$ cat config.mk
export PLATFORM = sky130hd
export DESIGN_NAME = pwm_fifo_stream_mc
export DESIGN_NICKNAME = d
export VERILOG_FILES = /design/src/rtl/pwm_fifo_stream_mc.sv
export SDC_FILE = /design/constraint.sdc
export NUM_CORES = 1
export LEC_CHECK = 0
export BUFFER_PORTS_ARGS = -buffer_cell sky130_fd_sc_hd__buf_2
export CAP_MARGIN = 10
export CORE_ASPECT_RATIO = 1.75
export CORE_UTILIZATION = 45
export CTS_BUF_LIST = sky130_fd_sc_hd__clkbuf_8
export DETAILED_ROUTE_END_ITERATION = 10
export GPL_TIMING_DRIVEN = 0
export PLACE_DENSITY_LB_ADDON = 0.1
export RECOVER_POWER = 25
export SYNTH_ARGS = -nofsm -noshare
export SYNTH_HDL_FRONTEND = slang
export SYNTH_SLANG_ARGS = --single-unit
$ cat constraint.sdc
create_clock -name clk -period 9.4 [get_ports clk]
set_clock_uncertainty 0.2 [all_clocks]
set_input_delay 0.47 -clock clk [delete_from_list [all_inputs] [get_ports clk]]
set_output_delay 0.47 -clock clk [all_outputs]
set_load 0.01 [all_outputs]
$ cat src/rtl/pwm_fifo_stream_mc.sv
// rtl/pwm_fifo_stream_mc.sv - multichannel PWM sample FIFO, tick-paced frame emitter with underrun tracking
// Optional feature macro: PWM_FIFO_HOLD_LAST_EN (repeat last real frame on underrun instead of zeros).
module pwm_fifo_stream_mc #(
  parameter int DATA_WIDTH = 16,
  parameter int CHANNELS   = 2,
  parameter int DEPTH      = 32
) (
  input  logic                                clk,
  input  logic                                rst,
  input  logic [DATA_WIDTH*CHANNELS-1:0]      in_data,
  input  logic                                in_valid,
  output logic                                in_ready,
  input  logic                                tick,
  input  logic                                flush,
  output logic [DATA_WIDTH*CHANNELS-1:0]      out_data,
  output logic                                out_valid,
  output logic [$clog2(DEPTH):0]              level,
  output logic                                underrun,
  output logic [15:0]                         underrun_cnt
);

  localparam int W  = DATA_WIDTH * CHANNELS;
  localparam int AW = $clog2(DEPTH);
  localparam int LW = AW + 1;

  typedef enum logic {S_IDLE, S_EMIT} state_t;

  state_t          state_q, state_d;
  logic            pend_q, pend_d;
  logic [W-1:0]    mem_q [DEPTH];
  logic [AW-1:0]   wr_ptr_q, rd_ptr_q;
  logic [LW-1:0]   level_q, level_d;
  logic            ready_q;
  logic            b_tick_q;
  logic [W-1:0]    frame_q, frame_d;
  logic            urun_q;
  logic [15:0]     cnt_q;
  logic [W-1:0]    urun_frame;
  logic            service, do_push, do_pop, is_urun;

  // flush gates the registered ready so nothing lands in the cycle it is being discarded
  assign in_ready = ready_q & ~flush;
  assign do_push  = in_valid & in_ready;

  // a tick that arrived during EMIT is parked in pend_q and serviced on return to IDLE
  assign service  = (state_q == S_IDLE) & (b_tick_q | pend_q);
  assign do_pop   = service & ~flush & (level_q != '0);
  assign is_urun  = service & ~do_pop;

  assign level_d  = flush ? '0 : level_q + LW'(do_push) - LW'(do_pop);
  assign frame_d  = do_pop ? mem_q[rd_ptr_q] : urun_frame;

`ifdef PWM_FIFO_HOLD_LAST_EN
  logic [W-1:0] last_q;

  always_ff @(posedge clk) begin
    if (rst || flush) begin
      last_q <= '0;
    end else if (do_pop) begin
      last_q <= mem_q[rd_ptr_q];
    end
  end

  assign urun_frame = flush ? '0 : last_q;
`else
  assign urun_frame = '0;
`endif

  always_ff @(posedge clk) begin
    if (rst) begin
      state_q <= S_IDLE;
      pend_q  <= 1'b0;
    end else begin
      state_q <= state_d;
      pend_q  <= pend_d;
    end
  end

  always_comb begin
    state_d = state_q;
    pend_d  = pend_q;
    case (state_q)
      S_IDLE: begin
        if (b_tick_q || pend_q) begin
          state_d = S_EMIT;
          pend_d  = 1'b0;
        end
      end
      S_EMIT: begin
        state_d = S_IDLE;
        if (b_tick_q) pend_d = 1'b1;
      end
      default: state_d = S_IDLE;
    endcase
  end

  always_comb begin
    out_valid = (state_q == S_EMIT);
    out_data  = out_valid ? frame_q : '0;
    underrun  = out_valid & urun_q;
  end

  always_ff @(posedge clk) begin
    if (do_push) mem_q[wr_ptr_q] <= in_data;
  end

  always_ff @(posedge clk) begin
    if (rst) begin
      wr_ptr_q <= '0;
      rd_ptr_q <= '0;
      level_q  <= '0;
      ready_q  <= 1'b0;
      b_tick_q <= 1'b0;
      frame_q  <= '0;
      urun_q   <= 1'b0;
      cnt_q    <= '0;
    end else begin
      b_tick_q <= tick;
      level_q  <= level_d;
      ready_q  <= (level_d != LW'(DEPTH));
      if (flush) begin
        wr_ptr_q <= '0;
        rd_ptr_q <= '0;
      end else begin
        if (do_push) wr_ptr_q <= wr_ptr_q + AW'(1);
        if (do_pop)  rd_ptr_q <= rd_ptr_q + AW'(1);
      end
      if (service) begin
        frame_q <= frame_d;
        urun_q  <= is_urun;
      end
      if (is_urun && cnt_q != 16'hFFFF) cnt_q <= cnt_q + 16'd1;
    end
  end

  assign level        = level_q;
  assign underrun_cnt = cnt_q;

endmodule
# Word level (Yosys, flattened, before mapping)
# Memory sizes are Yosys's and may differ from the RTL's. A register that Yosys moved wholly into a read port is not among the register bits.
# Index checks and enable logic that the tools add are counted.
# word_totals
regBits	69
mem_bits_rw	1024
inputBits	37
output_inout_bits	57
memories	1
# memory_table
name	words	word_bits	rd	rd_ports_with_merged_regs	wr	line	source
mem_q	32	32	1	1	1	30	logic [W-1:0] mem_q [DEPTH];
# op_classes
n_addsub	5
eq_ne	4
n_mux	12
bitwise	11
n_reduce_logical	5
# ops
cell	count
$mux 32	2
$add 16x1->16 const B	1
$ne 16x16->1 const B	1
$add 5x1->5 const B	2
$mux 5	2
$and 1x1->1	7
$add 6x1->6	1
$mux 6	1
$ne 6x6->1 const B	1
$reduce_bool 6->1	1
$sub 6x1->6	1
$mux 1	5
$ne 2x1->1 const B	2
$pmux 1 s2	2
$not 1->1	3
$reduce_and 2->1	1
$reduce_or 2->1	1
$logic_and 1x1->1	1
$logic_or 1x1->1	1
$or 1x1->1	1

# Logic depth before layout (Yosys ltp)
# logic_depth
depth_word	7
mapped_depth	16
mapped_depth_nobuf	14

# Worst setup path after synthesis
# No wires, ideal clock.
# synth_timing
path_type	in2reg
from	input flush
to	memory mem_q[23][0] (netlist name), enable pin
setup_ns	0.468
arrival_ns	3.716
required_time_ns	8.732
setup_slack_ns	5.016
cell_stages	5
n_path_buf	1
path_cell_list	nor2b_1 and2_1 clkbuf_1 nand3_1 nor3b_1
# synth_via
elab_chain_len	5
# synth_lines
element	line	source
start, declared	14	input logic flush,
$not 1->1	42	assign in_ready = ready_q & ~flush;
$and 1x1->1	42	
$and 1x1->1	43	assign do_push = in_valid & in_ready;
$mux 1	104	if (do_push) mem_q[wr_ptr_q] <= in_data;
$mux 1 (not written as such)	104	
end, declared	30	
# No other way between the ends.

# Worst setup path in the final report
# layout_timing
from	register level_q[3] (netlist: level[3])
to	register ready_q
# layout_via
elab_chain_len	5
elab_cells_between_ends	6
classes_between	add/sub (2); eq/ne (1); mux (1); bitwise (1); reduce/logical (1)
# layout_lines
element	line	source
start, declared	32	logic [LW-1:0] level_q, level_d;
start signal, assigned	119	level_q <= level_d;
parallel branches: the longest is 2 deep, another holds $add 6x1->6	-	
$sub 6x1->6 *	50	assign level_d = flush ? '0 : level_q + LW'(do_push) - LW'(do_pop);
$mux 6 *	50	
$ne 6x6->1 *	120	ready_q <= (level_d != LW'(DEPTH));
end signal, assigned	120	
end, declared	33	logic ready_q;
# Mark *: on every way between the ends.
# A chain may end at the register's enable or synchronous reset.

==> results.json <==
{
  "status": "finished with violations",
  "violations": "max-capacitance violations, max-slew violations",
  "ctsHoldBuffers": 33,
  "startpoint": "level[3]",
  "drc": 0,
  "maxSlewViolCount": 660,
  "min_path_type": "in -> reg",
  "r2r_start": "level[3]",
  "cts_root_buffer": "clkbuf_8",
  "crit_end": "ready_q",
  "cts_tree": "built",
  "wl_per_cell_um": 31.53,
  "holdWs_ps": 178.7,
  "p_per_area_nw_per_um2": 184.7,
  "antenna_found_initial": 1,
  "crit_cells": 16,
  "power_w": 0.009027,
  "fin_ws_ps": 5371,
  "crit_type": "reg -> reg",
  "cts-htree-levels": 4,
  "timing.critical_path.mode_cell": "ha_1",
  "peakVddDrop_mv": 0.1343,
  "chipWidth_um": 235.4,
  "fp.dieH_um": 410.4,
  "grt_pass1_wl_mm": 170.3,
  "vias_per_cell": 5.882,
  "cts_resized": 0,
  "seq_area_frac_synth": 0.7516,
  "crit_chain": "inv_1 > ha_1 > nor4bb_1 > or3_1 > buf_2 > inv_2 > buf_4 > ha_1 > inv_1 > ha_1 > fa_1 > a21oi_1 > o21ai_0 > xor2_1 > nand2b_1 > a31oi_1",
  "fin_nets": 2553,
  "port_buffers": 92,
  "worstMarginPinSlew_ps": 1756,
  "clock_latency_ps": 850,
  "worstPathRequired_ps": 9900,
  "cp_num_buf_inv": 5,
  "start_util": 0.4546,
  "use_met2": 0.4562,
  "tns_ps": 0,
  "fin_crit_ps": 4029,
  "timing.rr.end": "ready_q",
  "boundaryPins": 94,
  "crit_fanout": 10,
  "met3_usage": 0.04551,
  "cts_buffers": 153,
  "coreArea_um2": 94330,
  "endpoint_kind": "register",
  "vias": 22540,
  "ant_nets": 0,
  "critPathTopFamily": "adder cells",
  "rows": 149,
  "layout-drive-gt1-share": 0.2486,
  "rrSetupSlack_ps": 5370,
  "gp_congestion": 0.9209,
  "synth_seq_cells": 1098,
  "post_cts_buffers": 0,
  "hold_viol_final": 0,
  "min_period_over_period": 0.4287,
  "gr-total-overflow": 0,
  "grt_util_all_layers": 0.2536,
  "rsz0062_at_grt": "false",
  "crit_arrival_ps": 4530,
  "cts.sinks": 1098,
  "clk_pin_slew_worst_paths_ps": 60,
  "crit_path_top_delay_cell": "nor4bb_1",
  "reg2reg_depth": 16,
  "grt_pass1_vias": 23560,
  "p_leak_nw": 15.12,
  "synth_warnings": 0,
  "synth.distinct_cells": 63,
  "cts_buffer_depth": 3,
  "wl_mm": 120.8,
  "postSynthCellCount": 2183,
  "dieArea_um2": 96580,
  "maxCapViolCount": 21,
  "grt.met1_usage": 0.2805,
  "top_usage_layer": "met2",
  "setup_violations": 0,
  "drtPass1Iterations": 5,
  "critPathMaxStageDelay_ps": 730,
  "async_flop_share": 0,
  "synth_area_um2": 42880,
  "syn_to_final_growth_pct": 13.94,
  "drt_iter0_drc": 1794,
  "relSlewSlack": -0.1706,
  "startpoint_type": "register",
  "grt_max_degree": 33,
  "max_freq_ghz": 0.2482,
  "hpwlAfterDp_mm": 83.41,
  "pre_cts_ws_ps": 5404,
  "synth_edf_count": 1024,
  "synth_fp_nets": 2235,
  "yosys_most_used_dff": "edfxtp_1",
  "syn_avg_cell_area_um2": 19.64
}
[sequential cells by signal, indices dropped and copies added, names as in the netlist, named ones only]
register and cells:
b_tick_q 1, frame_q 32, level 6, mem_q 1024
out_valid 1, pend_q 1, rd_ptr_q 5, ready_q 1
underrun_cnt 16, urun_q 1, wr_ptr_q 5
[cells in the final DEF (no fill, tap or decap), types with 8 or more instances in the layout]
cell type / Yosys / layout
a21boi_0: 9 / 9
nor2_1: 64 / 34
clkinv_2: 0 / 17
buf_4: 20 / 20
a221o_1: 9 / 9
buf_12: 1 / 26
mux2i_1: 162 / 162
xor2_1: 17 / 17
nor2_4: 0 / 30
a22o_1: 23 / 23
inv_1: 14 / 65
buf_2: 39 / 108
mux2_1: 8 / 8
nand2_1: 63 / 63
a22oi_1: 9 / 9
o2111ai_1: 26 / 26
dfxtp_1: 74 / 74
and2_1: 37 / 37
a2111oi_1: 19 / 19
clkinv_1: 0 / 40
o21bai_1: 10 / 10
edfxtp_1: 1024 / 1024
clkbuf_1: 50 / 73
a21oi_1: 49 / 49
dlygate4sd3_1: 0 / 33
mux4_2: 160 / 160
ha_1: 14 / 14
o22ai_1: 32 / 32
o221ai_1: 32 / 32
a2111oi_2: 13 / 13
clkbuf_8: 0 / 158
mux2_2: 56 / 56
a211oi_1: 45 / 45
a211oi_2: 12 / 12
buf_6: 16 / 23
[cell families after synthesis]
family	count (synthesis)	share of synthesized area
XOR/XNOR	23	0.004697
flip-flops	1098	0.7516
multiplexers	386	0.1386
AND/OR/NAND/NOR	212	0.02422
buffers and inverters	144	0.01894
adder cells (fa/ha/maj)	15	0.004552
AO/OA/AOI/OAI	305	0.05736
[layout make-up]
type                       instances  area [um2]
fill                            7659       45470
sequential                      1098       32230
multi-input combinational        941       10080
clock buffer                     158        2175
tap                             1208        1511
timing repair buffer             163        1494
buffer                           129       755.7
clock inverter                   119       558.0
inverter                          15       56.30
antenna                            2       5.005
[Yosys cell counts (3+ instances only)]
cell type     n  area (um2)
xnor2_1       6       52.55
edfxtp_1   1024       30750
o211ai_1      4       30.03
a211oi_1     45       337.8
o221ai_1     32       280.3
nand4_1       6       37.54
o21bai_1     10       75.07
a21oi_1      49       245.2
xor2_1       17       148.9
a2111oi_2    13       195.2
o21ai_0       4       20.02
and2_1       37       231.5
clkbuf_1     50       187.7
and4_1        3       26.28
mux2_1        8       90.09
or3_1         5       31.28
mux4_2      160        3603
dfxtp_1      74        1481
and3_1        5       31.28
nand2b_1      3       18.77
nand2_1      63       236.5
mux2i_1     162        1622
a22o_1       23       201.4
nor3_1        3       15.01
o2111ai_1    26       227.7
a21boi_0      9       67.56
mux2_2       56       630.6
a22oi_1       9       67.56
ha_1         14       175.2
nor2b_1       4       25.02
a211oi_2     12       150.1
nor2_1       64       240.2
a2111oi_1    19       190.2
o22ai_1      32       200.2
buf_4        20       150.1
inv_1        14       52.55
a221o_1       9       90.09
nand3_1       5       25.02
buf_2        39       195.2
buf_6        16       180.2
[how the worst min path moves through the flow]
stage	start	to	slack (ps)	cells after the start
2_1_floorplan	urun_q	urun_q	230	2
3_3_place_gp	urun_q	urun_q	240	2
3_5_place_dp	urun_q	urun_q	270	2
4_1_cts	in_data[1]	mem_q[2][1]	4	1
5_1_grt	rst	frame_q[31]	130	2
6_report	rst	frame_q[31]	180	2
[report_power, final]
group	total (W)	switching (W)	leakage, nW	internal [W]
sequential	0.00536	0.00000979	9.80	0.00535
clock	0.00342	0.00180	1.58	0.00162
combinational	0.000247	0.000176	3.74	0.0000713
total	0.00903	0.00198	15.1	0.00704
[metal layers]
metal	vias up	routed length [um]
met5	-	0
met3	242	6082
li1	9661	-
met4	0	7260
met2	791	64650
met1	11850	42840
[per-stage QoR]
step | std cells | instance area (um2) | util
CTS | 3831 | 48890 | 0.5182
floorplan | 2183 | 42880 | -
finish | 3833 | 48860 | 0.5180
global route | 3832 | 48860 | 0.5179
global placement | 3483 | 44860 | 0.4755
detailed placement | 3521 | 45820 | 0.4858
[worst register-to-register path, cell delays in order (launching register included)]
cell and delay, ps:
dfxtp_1 330, inv_1 80, ha_1 150, nor4bb_1 730
or3_1 210, buf_2 270, inv_2 130, buf_4 200
ha_1 280, inv_1 40, ha_1 220, fa_1 440
a21oi_1 150, o21ai_0 120, xor2_1 170, nand2b_1 110
a31oi_1 70
(Power assumes the default switching activity.)
